===== config.mk =====
export PLATFORM = sky130hd
export DESIGN_NAME = mem_arbiter
export DESIGN_NICKNAME = d
export VERILOG_FILES = /design/src/rtl/mem_arbiter.sv
export SDC_FILE = /design/constraint.sdc
export NUM_CORES = 1
export LEC_CHECK = 0
export BUFFER_PORTS_ARGS = -buffer_cell sky130_fd_sc_hd__buf_4
export CAP_MARGIN = 10
export CORE_ASPECT_RATIO = 1.2
export CORE_MARGIN = 2
export CORE_UTILIZATION = 50
export CTS_CLUSTER_SIZE = 16
export DETAILED_ROUTE_END_ITERATION = 10
export GPL_TIMING_DRIVEN = 1
export HOLD_SLACK_MARGIN = 0.1
export PLACE_DENSITY = 0.84
export SLEW_MARGIN = 20
export SYNTH_ARGS = -nofsm -noshare
export SYNTH_HDL_FRONTEND = slang
export SYNTH_SLANG_ARGS = --single-unit

===== constraint.sdc =====
create_clock -name CLK -period 2.45 [get_ports CLK]
set_input_delay 0.1225 -clock CLK [delete_from_list [all_inputs] [get_ports CLK]]
set_output_delay 0.1225 -clock CLK [all_outputs]
set_load 0.01 [all_outputs]

===== src/rtl/mem_arbiter.sv =====
// mem_arbiter: shares one memory port between an icache refill port and a data port,
// with round-robin or fixed data priority and a per-transaction timeout.
module mem_arbiter #(
    parameter int unsigned TIMEOUT    = 255,
    parameter bit          FIXED_PRIO = 1'b0
) (
    input  logic        CLK,
    input  logic        resetn,
    input  logic        i_req,
    input  logic [19:0] i_addr,
    output logic        i_fetch,
    output logic [31:0] i_data,
    input  logic        d_req,
    input  logic        d_we,
    input  logic [19:0] d_addr,
    input  logic [31:0] d_wdata,
    input  logic [3:0]  d_wmask,
    output logic        d_done,
    output logic [31:0] d_rdata,
    output logic        mem_req,
    output logic        mem_we,
    output logic [19:0] mem_addr,
    output logic [31:0] mem_wdata,
    output logic [3:0]  mem_wmask,
    input  logic        mem_ack,
    input  logic [31:0] mem_rdata,
    output logic        busy,
    output logic        owner,
    output logic        err
);
    typedef enum logic [1:0] {IDLE, BUSY_I, BUSY_D, RESP} state_t;
    state_t state, state_nx;
    logic [7:0] cnt;
    logic grant, gsel, tmo, fin;
    always_comb begin
        gsel     = (i_req && d_req) ? (FIXED_PRIO ? 1'b1 : ~owner) : d_req;
        grant    = (state == IDLE) && (i_req || d_req);
        mem_req  = (state == BUSY_I) || (state == BUSY_D);
        busy     = state != IDLE;
        // a same-cycle ack always wins over the timeout
        tmo      = !mem_ack && (cnt == 8'(TIMEOUT - 1));
        fin      = mem_req && (mem_ack || tmo);
        i_fetch  = (state == RESP) && !owner;
        d_done   = (state == RESP) && owner;
        state_nx = IDLE;
        case (state)
            IDLE:           state_nx = grant ? (gsel ? BUSY_D : BUSY_I) : IDLE;
            BUSY_I, BUSY_D: state_nx = fin ? RESP : state;
            default:        state_nx = IDLE;
        endcase
    end
    always_ff @(posedge CLK or negedge resetn) begin
        if (!resetn) begin
            state     <= IDLE;
            cnt       <= '0;
            owner     <= 1'b1;
            err       <= 1'b0;
            mem_addr  <= '0;
            mem_we    <= 1'b0;
            mem_wdata <= '0;
            mem_wmask <= '0;
            i_data    <= '0;
            d_rdata   <= '0;
        end else begin
            state <= state_nx;
            if (grant) begin
                owner     <= gsel;
                cnt       <= '0;
                mem_addr  <= gsel ? d_addr : i_addr;
                mem_we    <= gsel && d_we;
                mem_wdata <= gsel ? d_wdata : '0;
                mem_wmask <= gsel ? d_wmask : '0;
            end else if (mem_req && !mem_ack) begin
                cnt <= cnt + 8'd1;
            end
            if (fin && owner)
                d_rdata <= mem_ack ? mem_rdata : '0;
            if (fin && !owner)
                i_data <= mem_ack ? mem_rdata : '0;
            if (fin && !mem_ack)
                err <= 1'b1;
        end
    end
endmodule


==> results.json, run 1 <==
{
  "gr-total-overflow": 0,
  "track_usage_pct": 33.0,
  "clkSlewWorstSetupHoldPaths_ns": 0.05,
  "antenna_found_initial": 0,
  "vias": 5817,
  "final_antenna_net_count": 0,
  "fin_worst_skew_ns": 0.0115,
  "hold_viol_final": 0,
  "yosysTopAreaCell": "dfrtp_1",
  "critPathKind": "reg -> reg",
  "ys_seq_area_share_pct": 57.6,
  "synth_cells": 508,
  "status": "complete, no violations",
  "cts_root_buffer": "clkbuf_16",
  "cts_made_buffers": 17,
  "vias_per_cell": 5.74,
  "max_freq_mhz": 432,
  "holdWs_ns": 0.138,
  "io_pins": 241,
  "synthesis.nets": 626,
  "hpwl_um": 11100,
  "dp.cells": 870,
  "syn2layout_area_growth_pct": 62.6,
  "leakagePower_nw": 4.38,
  "maxSlewHeadroom_pct": 56.5,
  "fin_area_sq_um": 9390,
  "worstHoldPathType": "in -> reg",
  "syn_area_per_cell_sq_um": 11.4,
  "cts_buffer_depth": 2,
  "synth_area_sq_um": 5780,
  "cts_tree": "done",
  "critical_path_peak_fanout": 35,
  "fin_crit_ns": 2.31,
  "final_max_slew_viol_count": 0,
  "critPathRequiredTime_ns": 2.73,
  "finish.utilization_pct": 82.3,
  "die_w_um": 102,
  "synth_most_common_cell": "dfrtp_1",
  "die_h_um": 122,
  "gp_congestion": 0.771,
  "start_kind": "register",
  "worstMarginPinSlew_ns": 0.653,
  "setup_viol": 0,
  "core_region_area_sq_um": 11400,
  "initial_core_util_pct": 50.6,
  "insertion_delay_ns": 0.41,
  "yosys-top-cells-area": "dfrtp_1, a22oi_1, nand2b_1",
  "postPlaceCellArea_sq_um": 7660,
  "grt_pass1_wl_um": 31400,
  "synth_cell_type_count": 34,
  "maxCapViolCount": 0,
  "dr.pass1.iters": 5,
  "synth_common_cells": "dfrtp_1, nand2b_1, o21ai_1, a22oi_1, a22o_1",
  "grt_start_max_net_pins": 70,
  "ys_async_sr_fraction_pct": 100,
  "yosysTopAreaCellShare_pct": 57.2,
  "drc": 0,
  "clock_sinks": 133,
  "grt_pass1_vias": 6094,
  "powerDensity_nw_per_um2": 1270,
  "drt-initial-drc-count": 409,
  "fin_crit_sh_pct": 94.4,
  "synth-seq-cells": 133,
  "fin_cells": 1013,
  "peakVddDrop_mv": 0.677,
  "synth-edff-count": 0,
  "wirelength_um": 20400,
  "die_area_sq_um": 12400,
  "diodes": 0,
  "cp-end-kind": "register",
  "h-tree-depth": 4,
  "avgRoutedWirePerCell_um": 20.2,
  "synthFlopType": "dfrtp_1",
  "rsz0062_at_grt": "no",
  "cp_data_arrival_time_ns": 2.59,
  "fin_tns_setup_ns": 0,
  "rows": 43,
  "final_nets": 961,
  "io_buffers": 240,
  "drive_above_1_share_pct": 33.3,
  "yosysWarnings": 0
}
metrics by stage:
| stage | setup WS [ns] | total power, mW |
|---|---|---|
| after floorplan | 0.720 | 6.43 |
| after global placement | 0.718 | 8.39 |
| after detailed placement | 0.515 | 8.62 |
| after CTS | 0.158 | 11.6 |
| after global routing | 0.0504 | 12.5 |
| final | 0.137 | 11.9 |
report_power, final:
group	switching (mW)	internal [mW]	total, mW
combinational	2.60	2.88	5.48
clock	0.950	1.60	2.55
sequential	0.753	3.10	3.85
kinds of logic (layout without fill, tap and decap cells):
| kind of cell | Yosys count | after routing | share of synthesized area, % |
|---|---|---|---|
| buffers and inverters | 50 | 398 | 4.09 |
| adder cells (fa/ha/maj) | 4 | 4 | 0.867 |
| AND/OR/NAND/NOR | 113 | 113 | 11.9 |
| AO/OA/AOI/OAI | 206 | 206 | 25.2 |
| flip-flops | 133 | 133 | 57.6 |
| XOR/XNOR | 2 | 2 | 0.303 |
worst max-delay path, cell delays in order (launching register included):
cell           delay (ns)
dfrtp_1              0.40
inv_1                0.07
ha_1                 0.28
o21ai_4              0.19
buf_16               0.22
and2_1               0.18
a221o_1              0.28
dlygate4sd3_1        0.57
placed cells by master, fill, tap and decap left out, types with 4 or more instances in the layout:
cell	n
o21ai_0	4
nand2_1	4
nand2b_1	66
clkbuf_16	17
clkinv_4	4
buf_4	248
or3_1	4
a22o_1	37
a21oi_1	5
ha_1	4
a221o_1	20
and2_1	21
dlygate4sd3_1	110
inv_1	5
o21ai_1	64
nor2_1	5
a22oi_1	64
dfrtp_1	132
layer usage:
metal	global-route usage, %	wire length [um]	up-vias
li1	-	-	2542
met1	39.3	7530	2871
met2	55.1	10400	341
met3	9.64	1600	63
met4	15.0	860	0
met5	0	0	-
final timing paths:
kind                                      to  cells past startpoint  startpoint  slack, ns
worst max register to register  mem_addr[15]                      7    state[1]       0.14
worst max-delay path            mem_addr[15]                      7    state[1]       0.14
worst min register to register           err                      1         err       0.49
max in group asynchronous        d_rdata[23]                      3      resetn       1.27
worst min-delay path                state[1]                      3       d_req       0.14
min in group asynchronous        d_rdata[15]                      2      resetn       0.29
registers in the layout, summed over array words and instances, names as in the netlist:
register / count
mem_we: 1
i_data: 32
err: 1
mem_addr: 20
mem_wdata: 32
state: 2
d_rdata: 32
owner: 1
cnt: 8
mem_wmask: 4
final cells by class:
class,count,area (sq um)
multi-input cells,325,2230
well taps,157,196
fillers,602,2010
clock buffers,20,437
inverters,5,18.8
repair buffers,361,3020
flip-flops and latches,133,3330
clock inverters,12,158
repair_timing:
action	4_1_cts	5_1_grt
hold buffers	110	0
endpoints found under the setup margin	0	18
buffers inserted	0	0
hold endpoints to repair	169	0
resized for setup	0	2
(Power assumes the default switching activity.)
==> run 2: changes to the inputs <==
Settings changed: ABC_AREA set to 1, GPL_TIMING_DRIVEN 1 to 0.
==> run 2 against run 1 <==
Net effect: clock-buffer cell count shrank 1; via count grew 4.7%; total power grew 3.6%; design area shrank 0.57%; sequential power grew 1%; synthesized area shrank 2.9%; register-to-register slack gained 0.05 ns; largest power group unchanged.
==> results.json, run 2 <==
{
  "clock_sinks": 133,
  "cts_made_buffers": 17,
  "swShare_pct": 39.0,
  "final_common_cell": "buf_4",
  "peakVddDrop_mv": 0.859,
  "yosysTopAreaCell": "dfrtp_1",
  "die_h_um": 120,
  "die_w_um": 101,
  "cpMostUsedCell": "buf_4",
  "crit_path_cell_trace": "buf_4 -> nand2_1 -> nand3_2 -> inv_2 -> buf_4 -> buf_4 -> nand2_1 -> nand3_1 -> dlygate4sd3_1",
  "syn2layout_area_growth_pct": 66.5,
  "antenna_found_initial": 0,
  "synth_compound_area_share_pct": 7.16,
  "critPathLaunch": "owner",
  "synth_cells": 570,
  "fillers": 587,
  "p_sw_mw": 4.80,
  "mostFrequentLayoutCells": "buf_4, nand2_1, dfrtp_1, dlygate4sd3_1, nand4_1",
  "cts_tree": "done",
  "avgRoutedWirePerCell_um": 19.0,
  "rsz0062_at_grt": "no",
  "fin_area_sq_um": 9340,
  "fin_crit_ns": 2.26,
  "hp-start": "i_req",
  "fin_crit_sh_pct": 92.4,
  "io_buffers": 240,
  "initial_core_util_pct": 51.0,
  "diodes": 0,
  "crit_slowest_cell": "dlygate4sd3_1",
  "cp_slowest_stage_delay_ns": 0.58,
  "ys_seq_area_share_pct": 59.4,
  "fin_tns_setup_ns": 0,
  "vias_per_cell": 5.60,
  "critical_path_peak_fanout": 10,
  "hold_viol_final": 0,
  "synth_top_family_by_area": "simple AND/OR/NAND/NOR gates",
  "maxSlewHeadroom_pct": 62.2,
  "postPlaceCellArea_sq_um": 7610,
  "cts_buffer_depth": 2,
  "critPathRequiredTime_ns": 2.74,
  "drt-initial-drc-count": 456,
  "h-tree-depth": 4,
  "syn_area_per_cell_sq_um": 9.84,
  "core_region_area_sq_um": 11000,
  "gr-total-overflow": 0,
  "top_regs": "d_rdata: 32 flops, i_data: 32 flops, mem_wdata: 32 flops",
  "fin_worst_skew_ns": 0.00902,
  "setup_viol": 0,
  "drc": 0,
  "final_max_slew_viol_count": 0,
  "wirelength_um": 20600,
  "synth_most_common_cell": "nand2_1",
  "leakagePower_nw": 4.86,
  "gp_congestion": 0.848,
  "rows": 42,
  "final_nets": 1061,
  "synth-seq-cells": 133,
  "io_pins": 241,
  "yosysWarnings": 0,
  "synth_area_sq_um": 5610,
  "insertion_delay_ns": 0.42,
  "grt_start_max_net_pins": 69,
  "clkSlewWorstSetupHoldPaths_ns": 0.06,
  "yosysTopAreaCellShare_pct": 58.9,
  "grt_pass1_wl_um": 32100,
  "ys_async_sr_fraction_pct": 100,
  "status": "complete, no violations",
  "vias": 6090,
  "start_kind": "register",
  "synth_common_cells": "nand2_1, dfrtp_1, nand4_1, a22o_1, nand3_1",
  "synth_cell_type_count": 31,
  "cts_root_buffer": "clkbuf_16",
  "worstHoldPathType": "in -> reg",
  "pwr-share-seq_pct": 31.6,
  "yosys-top-cells-area": "dfrtp_1, nand2_1, nand4_1",
  "r2r_start": "owner",
  "synth-xor-area-share_pct": 0,
  "synth_simple_gate_area_share_pct": 27.1,
  "muxShareOfSynthArea_pct": 0,
  "final_antenna_net_count": 0,
  "worstMarginPinSlew_ns": 0.566,
  "cp_data_arrival_time_ns": 2.55,
  "powerDensity_nw_per_um2": 1320,
  "cp-end-kind": "register",
  "critPathKind": "reg -> reg",
  "maxCapViolCount": 0,
  "track_usage_pct": 34.7,
  "drive_above_1_share_pct": 34.3,
  "dr.pass1.iters": 5,
  "p_int_mw": 7.52,
  "power_frac_comb_pct": 47.7,
  "power.share.clock_pct": 20.7,
  "max_freq_mhz": 442,
  "synthesis.nets": 688,
  "hpwl_um": 12000,
  "synth-edff-count": 0,
  "grt_pass1_vias": 6407,
  "synth_fa_ha_area_share_pct": 0.893,
  "synthFlopType": "dfrtp_1",
  "die_area_sq_um": 12100
}
## run 2: area by class of cell
type | count | area, sq um | share of cell area (%)
tap | 132 | 165 | 1.77
timing repair buffer | 354 | 2970 | 31.8
sequential | 133 | 3330 | 35.7
inverter | 17 | 63.8 | 0.683
multi-input combinational | 379 | 1980 | 21.2
buffer | 41 | 240 | 2.57
clock buffer | 19 | 443 | 4.74
clock inverter | 13 | 148 | 1.58
## run 2: per-layer routing
| layer | wire [um] | vias to the layer above | global-route usage, % |
|---|---|---|---|
| met5 | 0 | - | 0 |
| met4 | 1030 | 0 | 18.2 |
| met3 | 1560 | 95 | 8.44 |
| met2 | 10800 | 369 | 59.5 |
| met1 | 7270 | 2930 | 39.5 |
| li1 | - | 2696 | - |
## run 2: worst paths after layout
check / to / slack (ns) / depth (start not counted)
worst max-delay path: mem_addr[12] / 0.19 / 9
worst max register to register: mem_addr[12] / 0.19 / 9
min in group asynchronous: mem_wdata[17] / 0.26 / 2
max in group asynchronous: state[1] / 1.47 / 3
worst min register to register: i_data[20] / 0.48 / 2
worst min-delay path: owner / 0.11 / 4
## run 2: cell families (layout without fill, tap and decap cells)
group | after synthesis | count (layout)
buffers and inverters | 58 | 444
AND/OR/NAND/NOR | 325 | 325
AO/OA/AOI/OAI | 50 | 50
adder cells (fa/ha/maj) | 4 | 4
flip-flops | 133 | 133
## run 2: critical path, delay by kind of cell, from the launching register on
kind                   cells  cell delay [ns]
and+or+nand+nor            4             0.40
buffers and inverters      5             1.20
DFF                        1             0.53
## run 2: timing repair
action | CTS | global route
setup endpoints to repair | 0 | 20
endpoints found under the hold margin | 193 | 0
buffers inserted | 0 | 0
hold buffers | 113 | 0
resized for setup | 0 | 2
## run 2: power by group through the flow
stage | Clock (mW) | Sequential [mW] | Combinational, mW
after floorplan | 0 | 4.22 | 2.31
after global placement | 0 | 3.78 | 5.05
after detailed placement | 0 | 3.84 | 5.22
after CTS | 2.55 | 3.81 | 5.69
after global routing | 2.66 | 3.98 | 6.34
final | 2.55 | 3.89 | 5.87
## run 2: stage by stage
step	hold WS, ns	power [mW]	cells	setup slack (ns)	util [%]
5_1_grt	0.131	13.0	1088	0.0579	85.0
2_1_floorplan	-0.173	6.53	570	0.889	-
6_report	0.107	12.3	1088	0.187	85.0
4_1_cts	0.131	12.1	1088	0.186	85.0
3_3_place_gp	0.325	8.83	942	0.771	69.0
3_5_place_dp	0.112	9.06	943	0.673	69.3
